--- config.mk ---
export PLATFORM = sky130hd
export DESIGN_NAME = multicycle_controller
export DESIGN_NICKNAME = d
export VERILOG_FILES = /design/src/rtl/multicycle_controller.sv
export SDC_FILE = /design/constraint.sdc
export NUM_CORES = 1
export LEC_CHECK = 0
export BUFFER_PORTS_ARGS = -buffer_cell sky130_fd_sc_hd__buf_2
export CAP_MARGIN = 20
export CORE_MARGIN = 1
export CORE_UTILIZATION = 51
export DETAILED_ROUTE_END_ITERATION = 6
export GPL_TIMING_DRIVEN = 0
export PLACE_DENSITY = 0.86
export SYNTH_ARGS = -nofsm -noshare
export SYNTH_HDL_FRONTEND = slang
export SYNTH_SLANG_ARGS = --single-unit
--- constraint.sdc ---
create_clock -name clk -period 4.75 [get_ports clk]
set_input_delay 0.475 -clock clk [delete_from_list [all_inputs] [get_ports clk]]
set_output_delay 0.475 -clock clk [all_outputs]
set_load 0.05 [all_outputs]
--- src/rtl/multicycle_controller.sv ---
// multicycle_controller: sequencing FSM for the multi-cycle MIPS datapath.
// Walks each instruction through FETCH/DECODE/execute/memory/write-back,
// driving the shared ALU, unified memory port and register-file controls.
// Memory accesses wait on mem_ready, with a timeout that faults into HALT.
// State encoding: 0 RST, 1 FETCH, 2 DECODE, 3 RTYPE, 4 RWB, 5 IEXEC, 6 IWB,
// 7 MADDR, 8 MREAD, 9 MWB, 10 MWRITE, 11 BRANCH, 12 JUMP, 13 JAL, 14 JR, 15 HALT.
// Optional feature macro: PERF_COUNTERS_EN (retired-instruction counter).

module multicycle_controller #(
  parameter int         MEM_TIMEOUT = 15,
  parameter logic [2:0] ALU_ADD     = 3'd0,
  parameter logic [2:0] ALU_SUB     = 3'd1,
  parameter logic [2:0] ALU_XOR     = 3'd2,
  parameter logic [2:0] ALU_SLT     = 3'd3
) (
  input  logic        clk,
  input  logic        reset,
  input  logic [5:0]  op,
  input  logic [5:0]  func,
  input  logic        zero_flag,
  input  logic        mem_ready,
  output logic        ir_write,
  output logic        pc_write,
  output logic [1:0]  pc_src,
  output logic        i_or_d,
  output logic        mem_read_enable,
  output logic        mem_write_enable,
  output logic        alu_src_a,
  output logic [1:0]  alu_src_b,
  output logic [2:0]  alu_op,
  output logic        write_enable,
  output logic        reg_dest,
  output logic        mem_to_reg,
  output logic        jal_reg_override,
  output logic        fault,
  output logic [3:0]  state,
  output logic [31:0] instr_retired
);

  localparam logic [3:0] S_RST    = 4'd0;
  localparam logic [3:0] S_FETCH  = 4'd1;
  localparam logic [3:0] S_DECODE = 4'd2;
  localparam logic [3:0] S_RTYPE  = 4'd3;
  localparam logic [3:0] S_RWB    = 4'd4;
  localparam logic [3:0] S_IEXEC  = 4'd5;
  localparam logic [3:0] S_IWB    = 4'd6;
  localparam logic [3:0] S_MADDR  = 4'd7;
  localparam logic [3:0] S_MREAD  = 4'd8;
  localparam logic [3:0] S_MWB    = 4'd9;
  localparam logic [3:0] S_MWRITE = 4'd10;
  localparam logic [3:0] S_BRANCH = 4'd11;
  localparam logic [3:0] S_JUMP   = 4'd12;
  localparam logic [3:0] S_JAL    = 4'd13;
  localparam logic [3:0] S_JR     = 4'd14;
  localparam logic [3:0] S_HALT   = 4'd15;

  localparam logic [5:0] OP_RTYPE = 6'h00;
  localparam logic [5:0] OP_J     = 6'h02;
  localparam logic [5:0] OP_JAL   = 6'h03;
  localparam logic [5:0] OP_BEQ   = 6'h04;
  localparam logic [5:0] OP_BNE   = 6'h05;
  localparam logic [5:0] OP_ADDI  = 6'h08;
  localparam logic [5:0] OP_XORI  = 6'h0E;
  localparam logic [5:0] OP_LW    = 6'h23;
  localparam logic [5:0] OP_SW    = 6'h2B;

  localparam logic [5:0] FN_JR    = 6'h08;
  localparam logic [5:0] FN_ADD   = 6'h20;
  localparam logic [5:0] FN_SUB   = 6'h22;
  localparam logic [5:0] FN_XOR   = 6'h26;
  localparam logic [5:0] FN_SLT   = 6'h2A;

  localparam logic [7:0] TIMEOUT_CNT = 8'(MEM_TIMEOUT);

  logic [3:0] state_q;
  logic [3:0] next_state;
  logic [7:0] wait_cnt;
  logic       fault_q;
  logic       timed_out;
  logic       in_wait_state;

  assign state         = state_q;
  assign fault         = fault_q;
  assign in_wait_state = (state_q == S_FETCH) || (state_q == S_MREAD) || (state_q == S_MWRITE);
  // A ready arriving on the limit cycle still counts as a normal completion.
  assign timed_out     = !mem_ready && (wait_cnt == TIMEOUT_CNT);

  // Next-state selection: instruction decode plus memory handshake waits.
  always_comb begin
    next_state = state_q;
    case (state_q)
      S_RST:    next_state = S_FETCH;
      S_FETCH:  if (mem_ready) next_state = S_DECODE;
                else if (timed_out) next_state = S_HALT;
      S_DECODE: begin
        case (op)
          OP_LW, OP_SW:     next_state = S_MADDR;
          OP_RTYPE:         next_state = (func == FN_JR) ? S_JR : S_RTYPE;
          OP_BEQ, OP_BNE:   next_state = S_BRANCH;
          OP_J:             next_state = S_JUMP;
          OP_JAL:           next_state = S_JAL;
          OP_ADDI, OP_XORI: next_state = S_IEXEC;
          default:          next_state = S_HALT;
        endcase
      end
      S_RTYPE: begin
        case (func)
          FN_ADD, FN_SUB, FN_XOR, FN_SLT: next_state = S_RWB;
          default:                        next_state = S_HALT;
        endcase
      end
      S_IEXEC:  next_state = S_IWB;
      S_MADDR:  next_state = (op == OP_SW) ? S_MWRITE : S_MREAD;
      S_MREAD:  if (mem_ready) next_state = S_MWB;
                else if (timed_out) next_state = S_HALT;
      S_MWRITE: if (mem_ready) next_state = S_FETCH;
                else if (timed_out) next_state = S_HALT;
      S_RWB, S_IWB, S_MWB, S_BRANCH, S_JUMP, S_JAL, S_JR:
                next_state = S_FETCH;
      S_HALT:   next_state = S_HALT;
      default:  next_state = S_HALT;
    endcase
  end

  // State register; reset parks the FSM in RST with every enable low.
  always_ff @(posedge clk or posedge reset) begin
    if (reset) state_q <= S_RST;
    else       state_q <= next_state;
  end

  // Sticky fault: every route into HALT is an illegal opcode/func or a timeout.
  always_ff @(posedge clk or posedge reset) begin
    if (reset)                     fault_q <= 1'b0;
    else if (next_state == S_HALT) fault_q <= 1'b1;
  end

  // Memory wait counter: restarts on each state change, counts idle wait cycles.
  always_ff @(posedge clk or posedge reset) begin
    if (reset)                                wait_cnt <= 8'd0;
    else if (next_state != state_q)           wait_cnt <= 8'd0;
    else if (in_wait_state && !mem_ready)     wait_cnt <= wait_cnt + 8'd1;
  end

  // Datapath controls decoded from state; FETCH and BRANCH also qualify on inputs.
  always_comb begin
    ir_write         = 1'b0;
    pc_write         = 1'b0;
    pc_src           = 2'd0;
    i_or_d           = 1'b0;
    mem_read_enable  = 1'b0;
    mem_write_enable = 1'b0;
    alu_src_a        = 1'b0;
    alu_src_b        = 2'd0;
    alu_op           = 3'd0;
    write_enable     = 1'b0;
    reg_dest         = 1'b0;
    mem_to_reg       = 1'b0;
    jal_reg_override = 1'b0;
    case (state_q)
      S_FETCH: begin
        mem_read_enable = 1'b1;
        alu_src_b       = 2'd1;
        alu_op          = ALU_ADD;
        ir_write        = mem_ready;
        pc_write        = mem_ready;
      end
      S_DECODE: begin
        alu_src_b = 2'd3;
        alu_op    = ALU_ADD;
      end
      S_RTYPE: begin
        alu_src_a = 1'b1;
        case (func)
          FN_SUB:  alu_op = ALU_SUB;
          FN_XOR:  alu_op = ALU_XOR;
          FN_SLT:  alu_op = ALU_SLT;
          default: alu_op = ALU_ADD;
        endcase
      end
      S_RWB: begin
        write_enable = 1'b1;
        reg_dest     = 1'b1;
      end
      S_IEXEC: begin
        alu_src_a = 1'b1;
        alu_src_b = 2'd2;
        alu_op    = (op == OP_XORI) ? ALU_XOR : ALU_ADD;
      end
      S_IWB: write_enable = 1'b1;
      S_MADDR: begin
        alu_src_a = 1'b1;
        alu_src_b = 2'd2;
        alu_op    = ALU_ADD;
      end
      S_MREAD: begin
        i_or_d          = 1'b1;
        mem_read_enable = 1'b1;
      end
      S_MWB: begin
        write_enable = 1'b1;
        mem_to_reg   = 1'b1;
      end
      S_MWRITE: begin
        i_or_d           = 1'b1;
        mem_write_enable = 1'b1;
      end
      S_BRANCH: begin
        alu_src_a = 1'b1;
        alu_op    = ALU_SUB;
        pc_src    = 2'd1;
        pc_write  = (op == OP_BNE) ? !zero_flag : zero_flag;
      end
      S_JUMP: begin
        pc_src   = 2'd2;
        pc_write = 1'b1;
      end
      S_JAL: begin
        pc_src           = 2'd2;
        pc_write         = 1'b1;
        write_enable     = 1'b1;
        jal_reg_override = 1'b1;
      end
      S_JR: begin
        pc_src   = 2'd3;
        pc_write = 1'b1;
      end
      default: ;
    endcase
  end

`ifdef PERF_COUNTERS_EN
  logic [31:0] retired_q;
  logic        retire;

  // An instruction retires on its last cycle, i.e. when it hands back to FETCH.
  assign retire = (next_state == S_FETCH) && (state_q != S_RST) && (state_q != S_FETCH);

  // Retired-instruction counter, free-running and wrapping.
  always_ff @(posedge clk or posedge reset) begin
    if (reset)       retired_q <= 32'd0;
    else if (retire) retired_q <= retired_q + 32'd1;
  end

  assign instr_retired = retired_q;
`else
  assign instr_retired = 32'd0;
`endif

endmodule

==> flow_summary_export.csv <==
group,metric,value,unit
outcome,status,"finished with violations",
outcome,violations,"design-rule violations",
cells_and_area,nets,287,
synthesis,synth_edf_count,0,
synthesis,synth_seq_cells,13,
grt,grt_pass1_wl,5360,um
synthesis,synthDistinctLibCells,59,
timing,hold_ws,0.198,ns
cells_and_area,fill_cells,259,
critical_path,start_kind,"register",
critical_path,path_class,"reg -> out",
critical_path,path_common_cell,"buf_2",
floorplan,io_pins,70,
grt,overflow,0,
cells_and_area,register_area,325,um^2
timing,setup_tns,0,ns
cells_and_area,multi_input_area,1030,um^2
detailed_routing,drcViolationCount,6,
detailed_routing,drt_iter0_markers,55,
timing,finalMaxSlewViolations,0,
detailed_routing,met1Wirelength,1490,um
critical_path,rrSetupSlack,2.49,ns
cts,cts-htree-levels,1,
cts,cts_root_buf,"clkbuf_4",
synthesis,ys_warn_count,0,
detailed_routing,via_per_inst,5.14,
cts,cts_hold_buf,0,
synthesis,syn_area_per_cell,7.83,um^2
critical_path,cp_data_required_time,4.28,ns
timing,setup_viol_count_final,0,
timing,fmax,359,MHz
cells_and_area,final_cell_mix,"35 x buf_4, 35 x buf_2, 33 x conb_1",
cts,cts_buffers,3,
cts,cts_tree,"yes",
pwr,powerDensity,533,nW/um^2
placed_design,routabilityCongestion,0.853,
critical_path,arrival,2.31,ns
placed_design,hpwl,2690,um
floorplan,initial_core_util,0.554,
floorplan,rows,19,
detailed_routing,wl_met3,247,um
floorplan,core,2830,um^2
synthesis,ys.flop_type,"dfrtp_1",
timing,post-route-min-period,2.79,ns
min_path,hold_class,"in -> async",
detailed_routing,totalWireLength,3350,um
grt,grt_pass1_vias,1225,
detailed_routing,wl_met2,1590,um
synthesis,synth_seq_area_share,0.208,
critical_path,max_stage_delay,0.51,ns
floorplan,die_width,57.4,um
detailed_routing,firstDrtPassIters,6,
timing,clock_skew,0.00747,ns
pwr,ir_worst_vdd,258,uV
floorplan,dieHeight,57.4,um
grt,track_usage,0.205,
detailed_routing,ant_nets,0,
floorplan,dieArea,3300,um^2
pwr,p_total,1.02,mW
cts,numClockSinks,13,
cts,cts_resized,0,
cells_and_area,insertedDiodeCount,0,
critical_path,worstPathMaxFanout,10,
critical_path,cp_cell_sequence,"buf_2 > inv_2 > or4b_1 > or4_1 > a21oi_1 > buf_2",
critical_path,critPathSlowestCell,"or4b_1",
placed_design,dp.cells,296,
critical_path,critical_path.top_delay_family,"simple AND/OR/NAND/NOR gates",
pwr,p_leak,0.980,nW
timing,finalCritPeriodShare,0.587,
cts,post_cts_buffers,0,
detailed_routing,top_layer,"met4",
critical_path,cp_num_buf_inv,3,
grt,antenna_found_initial,0,
run,max_cap_viol_count,0,
grt,grt_max_degree,14,
cts,clock_latency,0.28,ns
placed_design,io_buffers,33,
detailed_routing,vias,1541,
synthesis,syn_inst,200,
synthesis,synthArstFlopShare,1.00,
cells_and_area,area_growth,22.4,%
critical_path,end_kind,"output port",
detailed_routing,wl_per_cell,11.2,um
timing,hold_viol_final,0,
timing,grt_setup_unrepaired,"false",
cells_and_area,drive_above_1_share,0.312,
synthesis,syn_area,1570,um^2
cts,clockBufferDepth,2,
cells_and_area,fin_cells,300,
cts,clk_pin_slew_worst_paths,0.08,ns
power breakdown:
| group | switching (mW) | leakage, nW | internal [mW] |
|---|---|---|---|
| clock | 0.0351 | 0.0150 | 0.0326 |
| sequential | 0.0150 | 0.169 | 0.129 |
| combinational | 0.576 | 0.796 | 0.234 |
flip-flops by register name (all words and copies together), names as in the netlist:
name      count
wait_cnt      8
fault         1
state         4
layout make-up:
| cell class | count | share of cell area |
|---|---|---|
| clock buffers | 4 | 0.0137 |
| plain buffers | 44 | 0.160 |
| repair buffers | 33 | 0.0862 |
| well taps | 31 | 0.0202 |
| flip-flops and latches | 13 | 0.170 |
| inverters | 6 | 0.0117 |
| multi-input cells | 169 | 0.539 |
cells in the mapped netlist, types with 4 or more instances:
master | instances | area (um^2)
buf_4 | 35 | 263
nor2_1 | 28 | 105
dfrtp_1 | 13 | 325
nand2_1 | 9 | 33.8
xor2_1 | 8 | 70.1
a21oi_1 | 7 | 35.0
clkbuf_1 | 6 | 22.5
nand2b_1 | 6 | 37.5
and3_1 | 5 | 31.3
inv_1 | 5 | 18.8
xnor2_1 | 5 | 43.8
a211oi_1 | 4 | 30.0
nand4_1 | 4 | 25.0
path summary, 6_finish.rpt:
check                          from     endpoint  depth (start not counted)
setup / recovery           state[2]    alu_op[1]                          6
hold / removal                reset  wait_cnt[1]                          2
setup reg to reg           state[1]  wait_cnt[5]                          7
hold reg to reg               fault        fault                          1
max in group asynchronous     reset  wait_cnt[5]                          2
min in group clk              fault        fault                          1
logic make-up (layout without fill, tap and decap cells):
logic type / count (synthesis) / after routing / synth area share
adder cells (fa/ha/maj): 2 / 2 / 0.0144
AO/OA/AOI/OAI: 41 / 41 / 0.198
AND/OR/NAND/NOR: 78 / 78 / 0.282
multiplexers: 2 / 2 / 0.0128
flip-flops: 13 / 13 / 0.208
other: 1 / 33 / 0.00239
XOR/XNOR: 13 / 13 / 0.0727
buffers and inverters: 50 / 87 / 0.210
metrics by stage:
| step | instance area, um^2 | setup WS [ns] | util |
|---|---|---|---|
| 2_1_floorplan | 1690 | 1.63 | - |
| 3_3_place_gp | 1890 | 2.26 | 0.668 |
| 6_report | 1920 | 1.96 | 0.678 |
| 3_5_place_dp | 1890 | 2.25 | 0.668 |
| 4_1_cts | 1920 | 1.95 | 0.678 |
| 5_1_grt | 1920 | 1.83 | 0.678 |
metal layers:
layer  GRT usage  vias to the layer above
met5           0                        -
li1            -                      782
met2       0.352                       67
met3      0.0272                        2
met4      0.0627                        0
met1       0.267                      690
Note: power is estimated with default switching activity, not from simulation.
